$ cat config.mk
export PLATFORM = sky130hd
export DESIGN_NAME = counter_seq_ctrl
export DESIGN_NICKNAME = d
export VERILOG_FILES = /design/src/rtl/counter_seq_ctrl.sv
export SDC_FILE = /design/constraint.sdc
export NUM_CORES = 1
export LEC_CHECK = 0
export ABC_AREA = 1
export CAP_MARGIN = 20
export CORE_MARGIN = 1.5
export CORE_UTILIZATION = 55
export CTS_CLUSTER_SIZE = 8
export DETAILED_ROUTE_END_ITERATION = 8
export PLACE_DENSITY = 0.83
export SLEW_MARGIN = 20
export SYNTH_ARGS = -nofsm -noshare
export SYNTH_HDL_FRONTEND = slang
export SYNTH_SLANG_ARGS = --single-unit
$ cat constraint.sdc
create_clock -name clk -period 5.2 [get_ports clk]
set_input_delay 1.04 -clock clk [delete_from_list [all_inputs] [get_ports clk]]
set_output_delay 1.04 -clock clk [all_outputs]
set_load 0.01 [all_outputs]
$ cat src/rtl/counter_seq_ctrl.sv
// counter_seq_ctrl: frames a run window of N cycles, then T drain cycles,
// then a one-cycle done pulse. Supports one-shot and periodic modes, pause,
// abort and a zero-length error pulse. N, T and mode are captured at start.
module counter_seq_ctrl #(
  parameter int CNT_WIDTH  = 8,
  parameter int TAIL_WIDTH = 2
) (
  input  logic                  clk,
  input  logic                  rst_n,
  input  logic                  start_i,
  input  logic                  abort_i,
  input  logic                  pause_i,
  input  logic                  mode_i,
  input  logic [CNT_WIDTH-1:0]  cnt_val_i,
  input  logic [TAIL_WIDTH-1:0] tail_val_i,
  output logic                  run_o,
  output logic [CNT_WIDTH-1:0]  cnt_o,
  output logic                  tick_o,
  output logic                  done_o,
  output logic                  err_o
);

  typedef enum logic [1:0] {IDLE, RUN, TAIL, DONE} state_t;

  state_t                state, state_nxt;
  logic [CNT_WIDTH-1:0]  cnt, n_q;
  logic [TAIL_WIDTH-1:0] tcnt, t_q;
  logic                  mode_q;
  logic                  err_q;
  logic                  accept, reject, run_last, tail_last;

  // Start handling: abort wins over start, so neither a run nor an error.
  assign accept    = (state == IDLE) && start_i && !abort_i && (cnt_val_i != '0);
  assign reject    = (state == IDLE) && start_i && !abort_i && (cnt_val_i == '0);
  // Compare against N-1 so the counter never has to reach N (no wrap at max N).
  assign run_last  = (state == RUN)  && !pause_i && (cnt  == n_q - CNT_WIDTH'(1));
  assign tail_last = (state == TAIL) && !pause_i && (tcnt == t_q - TAIL_WIDTH'(1));

  // State register.
  always_ff @(posedge clk or negedge rst_n) begin
    if (!rst_n) state <= IDLE;
    else        state <= state_nxt;
  end

  // Next-state logic; abort overrides everything, pause holds via run_last/tail_last.
  always_comb begin
    state_nxt = state;
    case (state)
      IDLE: if (accept)    state_nxt = RUN;
      RUN:  if (run_last)  state_nxt = (t_q != '0) ? TAIL : DONE;
      TAIL: if (tail_last) state_nxt = DONE;
      DONE: state_nxt = mode_q ? RUN : IDLE;
      default: state_nxt = IDLE;
    endcase
    if (abort_i) state_nxt = IDLE;
  end

  // Run/tail counters; both return to zero when their phase ends.
  always_ff @(posedge clk or negedge rst_n) begin
    if (!rst_n) begin
      cnt  <= '0;
      tcnt <= '0;
    end else if (abort_i) begin
      cnt  <= '0;
      tcnt <= '0;
    end else begin
      case (state)
        RUN:  if (!pause_i) cnt  <= run_last  ? '0 : cnt + CNT_WIDTH'(1);
        TAIL: if (!pause_i) tcnt <= tail_last ? '0 : tcnt + TAIL_WIDTH'(1);
        default: begin
          cnt  <= '0;
          tcnt <= '0;
        end
      endcase
    end
  end

  // Run parameters are latched only on an accepted start; periodic reruns reuse them.
  always_ff @(posedge clk or negedge rst_n) begin
    if (!rst_n) begin
      n_q    <= '0;
      t_q    <= '0;
      mode_q <= 1'b0;
    end else if (accept) begin
      n_q    <= cnt_val_i;
      t_q    <= tail_val_i;
      mode_q <= mode_i;
    end
  end

  // Zero-length start rejection shows up one cycle later.
  always_ff @(posedge clk or negedge rst_n) begin
    if (!rst_n) err_q <= 1'b0;
    else        err_q <= reject;
  end

  assign run_o  = (state == RUN) || (state == TAIL);
  assign cnt_o  = (state == RUN) ? cnt : '0;
  assign tick_o = run_last && !abort_i;
  assign done_o = (state == DONE);
  assign err_o  = err_q;

endmodule

==> reports/qor.txt <==
========================================================================================================
Highest achievable clock rate                                                                    265 MHz
Number of cells on the worst hold path                                                                 2
Library cell appearing most often on the critical path                                      sky130_fd_sc_hd__nor2_1
Final Hold Fails                                                                                       0
Number of instances resized during post-cts repair                                                     0
Average detailed-routed wire length per instance                                                 11.8 um
Cts bufs inserted                                                                                      3
Post-synthesis instance area                                                                    1610 um2
Hold-fix buffers at CTS                                                                                0
CP peak stage delay                                                                              0.54 ns
Number of I/O pins                                                                                    28
Hpwl dp                                                                                          2640 um
CP Capture Type                                                                              output port
Unrepaired setup endpoints after global routing                                                       no
Worst flop-to-flop path startpoint                                                          state[1]$_DFFE_PN0P_
First-pass GRT wire length                                                                       6050 um
Fin cells                                                                                            289
Count of flip-flops with a built-in enable after synthesis                                             0
Die width                                                                                        57.1 um
MaxCap Viol Count                                                                                      0
Clk sink count                                                                                        24
Antenna violations before repair                                                                       0
Total global-route track usage                                                                     23.6%
Setup TNS Final                                                                                     0 ns
Dominant cell type by area after synthesis                                                  sky130_fd_sc_hd__dfrtp_1
Setup crit start kind                                                                       primary input
Fillcell total                                                                                       249
Worst-case vdd ir drop                                                                          0.374 mV
Outcome                                                                                        completed
Chip Height                                                                                      57.1 um
P&R area growth vs syn                                                                             19.5%
Syn_nets                                                                                             256
Total via count after detailed routing                                                              1505
Crit Path Max Fanout                                                                                   4
Tcrit/Tclk final                                                                                   72.6%
Total Wirelength                                                                                 3410 um
Crit path kind                                                                              primary input to output port
Cell types occupying the most area after synthesis                                          sky130_fd_sc_hd__dfrtp_1, sky130_fd_sc_hd__nand2_1, sky130_fd_sc_hd__inv_1
Post-CTS clock slew at the launch and capture registers of the worst setup and hold paths        0.12 ns
Largest net degree at the start of global routing                                                     25
Area share of the largest cell type after synthesis                                                37.4%
Slew at the pin with the worst max-slew slack                                                   0.538 ns
Placed Area                                                                                     1890 um2
WP buf/inv                                                                                             2
Buffers on Ports                                                                                      27
Total number of nets in the final design                                                             283
Routability Congestion                                                                             0.823
Synth async-reset ratio                                                                             100%
Synthesized area divided by synthesized cell count                                              6.93 um2
GR Overflow Total                                                                                      0
Hold WC Path Type                                                                           flop to flop
Non-Filler Cell Area, Final                                                                     1920 um2
Vias/cell                                                                                           5.21
Post-route DRC violation count                                                                         0
Worst Reg2Reg Path Length in Cells                                                                    13
Setup skew after layout                                                                       0.00983 ns
Htree depth                                                                                            1
Ys Warns                                                                                               0
Worst path cell trace                                                                       clkdlybuf4s50_1 -> nor2_1 -> o21ai_0 -> nor2_1 -> nand3_1 -> nor2_1 -> nand2_1 -> nor2_1 -> clkdlybuf4s50_1
Placeable core area                                                                             2760 um2
Power Total                                                                                       841 uW
Dominant cell by count in the synthesized netlist                                           sky130_fd_sc_hd__nand2_1
Clock Latency Late Sink                                                                          0.32 ns
TritonRoute pass-1 iters                                                                               4
Number of inserted diodes                                                                              0
Via count of the first global-routing pass                                                          1408
Starting DRT DRC Count                                                                                49
Data arrival time of the critical path                                                           2.73 ns
Number of library cell types mapped by synthesis                                                      25
CTS tree                                                                                           built
Buffer count from post-CTS setup fixing                                                                0
Worst path slowest cell                                                                     sky130_fd_sc_hd__clkdlybuf4s50_1
Pins Over Slew Limit                                                                                   0
Post-route antenna net violation count                                                                 0
Cell chosen for the clock root                                                              sky130_fd_sc_hd__clkbuf_4
Required time of the critical path                                                               4.16 ns
Origin of the worst min-delay path                                                          mode_q$_DFFE_PN0P_
Reg2Reg Setup Slack                                                                              2.91 ns
Endpoint, Worst Hold                                                                        mode_q$_DFFE_PN0P_
Kind of cell with the highest combined delay on the critical path                           buffers and inverters
Fraction of final layout cells with drive strength greater than 1                                  5.04%
Count of mapped cells out of synthesis                                                               232
Floorplan die area                                                                              3260 um2
Most instantiated flip-flop cell in the synthesis netlist                                   sky130_fd_sc_hd__dfrtp_1
Final number of setup-violating endpoints                                                              0
Top cells by count, synth                                                                   sky130_fd_sc_hd__nand2_1, sky130_fd_sc_hd__inv_1, sky130_fd_sc_hd__nor2_1, sky130_fd_sc_hd__dfrtp_1, sky130_fd_sc_hd__nand3_1
Instance count after placement with tap cells included                                               285
Finished Core Util                                                                                 69.7%
Effective utilization at floorplan                                                                 58.3%
Post-synthesis sequential area ratio                                                               37.4%
Static leakage                                                                                  0.971 nW
Count of standard-cell rows                                                                           19
Worst flop-to-flop path endpoint                                                            state[0]$_DFFE_PN0P_
Time the worst path needs with I/O delays and setup                                              3.77 ns
Pwr per Cell Area                                                                             437 nW/um2
Headroom to the max-slew limit                                                                     64.1%
Number of buffers on the longest clock path                                                            2
Yosys reg bits                                                                                        24
========================================================================================================
-- routing by layer --
layer  up-vias  track usage, %  part of all wire, %
met5         -               0                    0
li1        775               -                    -
met4         0            6.98                  1.6
met2        32            40.4                   50
met1       691            31.1                   45
met3         7            3.40                  3.3
-- cell usage in the layout (no fill, tap or decap) --
cell type                         instances
sky130_fd_sc_hd__nand3b_1                 1
sky130_fd_sc_hd__xnor2_1                  4
sky130_fd_sc_hd__inv_2                    3
sky130_fd_sc_hd__nor4b_1                  1
sky130_fd_sc_hd__buf_4                    1
sky130_fd_sc_hd__a22oi_1                  1
sky130_fd_sc_hd__a21oi_1                  8
sky130_fd_sc_hd__o21ai_0                 10
sky130_fd_sc_hd__nand2_1                 76
sky130_fd_sc_hd__clkdlybuf4s50_1         26
sky130_fd_sc_hd__nand3_2                  1
sky130_fd_sc_hd__nor3_1                   1
sky130_fd_sc_hd__o21bai_1                 1
sky130_fd_sc_hd__nand3_1                 15
sky130_fd_sc_hd__xor2_1                   6
sky130_fd_sc_hd__clkbuf_4                 3
sky130_fd_sc_hd__nand4_1                  5
sky130_fd_sc_hd__buf_2                    1
sky130_fd_sc_hd__nor2_1                  25
sky130_fd_sc_hd__inv_1                   30
sky130_fd_sc_hd__a31oi_1                  1
sky130_fd_sc_hd__dfrtp_1                 24
sky130_fd_sc_hd__nor2_2                   2
sky130_fd_sc_hd__ha_1                     8
sky130_fd_sc_hd__clkbuf_8                 1
sky130_fd_sc_hd__o21ai_1                  2
sky130_fd_sc_hd__nor2_4                   1
-- report_power, final --
part           internal (mW)  switching [mW]  total [mW]
Sequential             0.243          0.0627       0.306
Clock                 0.0428          0.0565      0.0993
Combinational          0.168           0.267       0.435
-- cell families after synthesis --
logic type | share of synthesized area [%]
AO/OA/AOI/OAI | 7.55
XOR/XNOR | 5.45
adder cells (fa/ha/maj) | 6.23
buffers and inverters | 9.81
flip-flops | 37.4
AND/OR/NAND/NOR | 33.6
-- stage by stage --
stage / setup slack [ns] / hold WS (ns)
finish: 1.43 / 0.525
global route: 1.35 / 0.543
CTS: 1.45 / 0.524
detailed placement: 1.49 / 0.495
global placement: 1.53 / 0.493
floorplan: 2.52 / 0.442
-- worst max-delay path by stage --
stage,from,to,slack (ns),cells after the start
6_report,pause_i,tick_o,1.43,9
5_1_grt,pause_i,tick_o,1.35,9
4_1_cts,pause_i,tick_o,1.45,9
3_5_place_dp,pause_i,tick_o,1.49,9
3_3_place_gp,pause_i,tick_o,1.53,9
2_1_floorplan,pause_i,tick_o,2.52,7
-- worst reg2reg max path, stage by stage, from the launching register on --
cell and delay [ns]:
sky130_fd_sc_hd__dfrtp_1 0.44, sky130_fd_sc_hd__inv_1 0.12, sky130_fd_sc_hd__ha_1 0.39, sky130_fd_sc_hd__inv_1 0.12, sky130_fd_sc_hd__nor2_1 0.10, sky130_fd_sc_hd__o21ai_0 0.09
sky130_fd_sc_hd__nor2_1 0.10, sky130_fd_sc_hd__nand3_1 0.10, sky130_fd_sc_hd__nor2_1 0.10, sky130_fd_sc_hd__nand2_1 0.08, sky130_fd_sc_hd__nand2_1 0.31, sky130_fd_sc_hd__nand2_1 0.13
sky130_fd_sc_hd__nand2_1 0.08, sky130_fd_sc_hd__nand2_1 0.05
-- flip-flops by register name, summed over array words and instances, names as in the netlist --
name,count
err_o,1
tcnt,2
t_q,2
mode_q,1
cnt,8
state,2
n_q,8
-- layout make-up --
type / count / area (um2) / share of cell area [%]
Tap cell: 31 / 38.8 / 2.02
Multi-Input combinational cell: 169 / 850 / 44.2
Inverter: 33 / 124 / 6.45
Clock buffer: 4 / 36.3 / 1.89
Timing Repair Buffer: 28 / 273 / 14.2
Sequential cell: 24 / 601 / 31.3
(Power assumes the default switching activity.)
==> patch, RTL diff (same flow settings) <==
Change the parameter `CNT_WIDTH` from 8 to 7.
--- a/src/rtl/counter_seq_ctrl.sv
+++ b/src/rtl/counter_seq_ctrl.sv
@@ -4,3 +4,3 @@
 module counter_seq_ctrl #(
-  parameter int CNT_WIDTH  = 8,
+  parameter int CNT_WIDTH  = 7,
   parameter int TAIL_WIDTH = 2
Interface: changed (resized cnt_o and cnt_val_i); port bits go from 28 to 26. The function was not compared with the original's and may differ.
==> patch against the original RTL <==
Routed wire length fell by 12%; area after synthesis down 4.5%; first-iteration DRC count decreased by 39%; sequential power fell by 11%; final cell count down 4.8%; clock power decreased by 4.6%; sequential share of layout area decreased by 1.1 points; cell area decreased by 4.9%; setup slack improved by 0.029 ns; power fell by 7.2%; sequential cell count down 2; via count is 9.4% lower.
==> patch: results (changes against the original RTL) <==
[place]
gp_congestion = 0.7997  ; was 0.8227
dp_worst_setup_slack_ns = 1.465  ; was 1.486 ns
dpl_cell_area_um2 = 1797  ; was 1891 um^2
port_buffers = 25  ; was 27
place_hpwl_um = 2341  ; was 2640 um

[sta]
skew_ns = 0.005223  ; was 0.009830 ns
slew_headroom_pct = 56.11  ; was 64.10%
fmax_mhz = 267.0  ; was 265.0 MHz
hold_ws_ns = 0.5191  ; was 0.5253 ns

[cells_and_area]
area_growth_pct = 19.07  ; was 19.53%
fill_cells = 230  ; was 249
reg_top3 = cnt (7), n_q (7)  ; was cnt (8), n_q (8)
drive_above_1_share_pct = 10.20  ; was 5.039%
stdcell_count = 275  ; was 289
nNetsFinal = 269  ; was 283

[synth]
synth_nets = 242  ; was 256
ys_seq_area_share_pct = 35.86  ; was 37.35%
yosys_warnings = 0  ; unchanged
synth_fa_ha_area_share_pct = 6.520  ; was 6.226%
synth.avg_cell_area_um2 = 7.010  ; was 6.930 um^2
synth_top_cells_by_count = nand2_1, inv_1, nor2_1, dfrtp_1, o21ai_0  ; was nand2_1, inv_1, nor2_1, dfrtp_1, nand3_1
synth-compound-area-share_pct = 7.661  ; was 7.549%
yosys-top-cells-area = dfrtp_1, nand2_1, inv_1  ; unchanged
synth_xor_xnor_area_share_pct = 3.423  ; was 5.447%

[status]
status = completed  ; unchanged

[route]
vias_per_cell = 4.960  ; was 5.208
drt_iter0_drc = 30  ; was 49
wire_per_inst_um = 10.89  ; was 11.81 um

[worst_setup_path]
rr_startpoint = state[0]$_DFFE_PN0P_  ; was state[1]$_DFFE_PN0P_
path_delay_family = buffers and inverters  ; unchanged
reg2reg_depth = 9  ; was 13
reg2reg_slack_ns = 3.19  ; was 2.91 ns
timing.rr.end = state[1]$_DFFE_PN0P_  ; was state[0]$_DFFE_PN0P_

[pwr]
leakage_nw = 0.9215  ; was 0.9705 nW
ir_drop_mv = 0.3227  ; was 0.3737 mV
netSwitchingPower_mw = 0.3541  ; was 0.3862 mW

[grt]
grt_max_degree = 23  ; was 25
grt_pass1_vias = 1251  ; was 1408

[cts]
numCtsBuffers = 3  ; unchanged

[patch: cell types whose count changed in the layout (fill, tap and decap cells not counted), sizes merged, moves of 2 or more]
cell,before,now
xor2,6,3
clkdlybuf4s50,26,24
inv,33,35
dfrtp,24,22
a21oi,8,10
nand3,16,10
nand2,76,78
nand4,5,3
[patch: cell type report]
type / instances / area share (%)
sequential: 22 / 30.12
timing repair buffer: 25 / 13.42
multi-input combinational: 159 / 44.97
clock buffer: 4 / 1.985
tap: 30 / 2.053
inverter: 35 / 7.461
[patch: layer usage]
layer	share of wire [%]	GRT usage (%)
met5	0	0
met2	47	34.18
met3	3.0	3.721
met1	47	30.09
met4	2.5	10.54
[patch: power by group through the flow]
stage | clock [mW] | combinational, mW | sequential [mW]
2_1_floorplan | 0 | 0.326 | 0.262
3_3_place_gp | 0 | 0.407 | 0.272
3_5_place_dp | 0 | 0.412 | 0.274
4_1_cts | 0.100 | 0.414 | 0.270
5_1_grt | 0.108 | 0.481 | 0.278
6_report | 0.0947 | 0.415 | 0.271
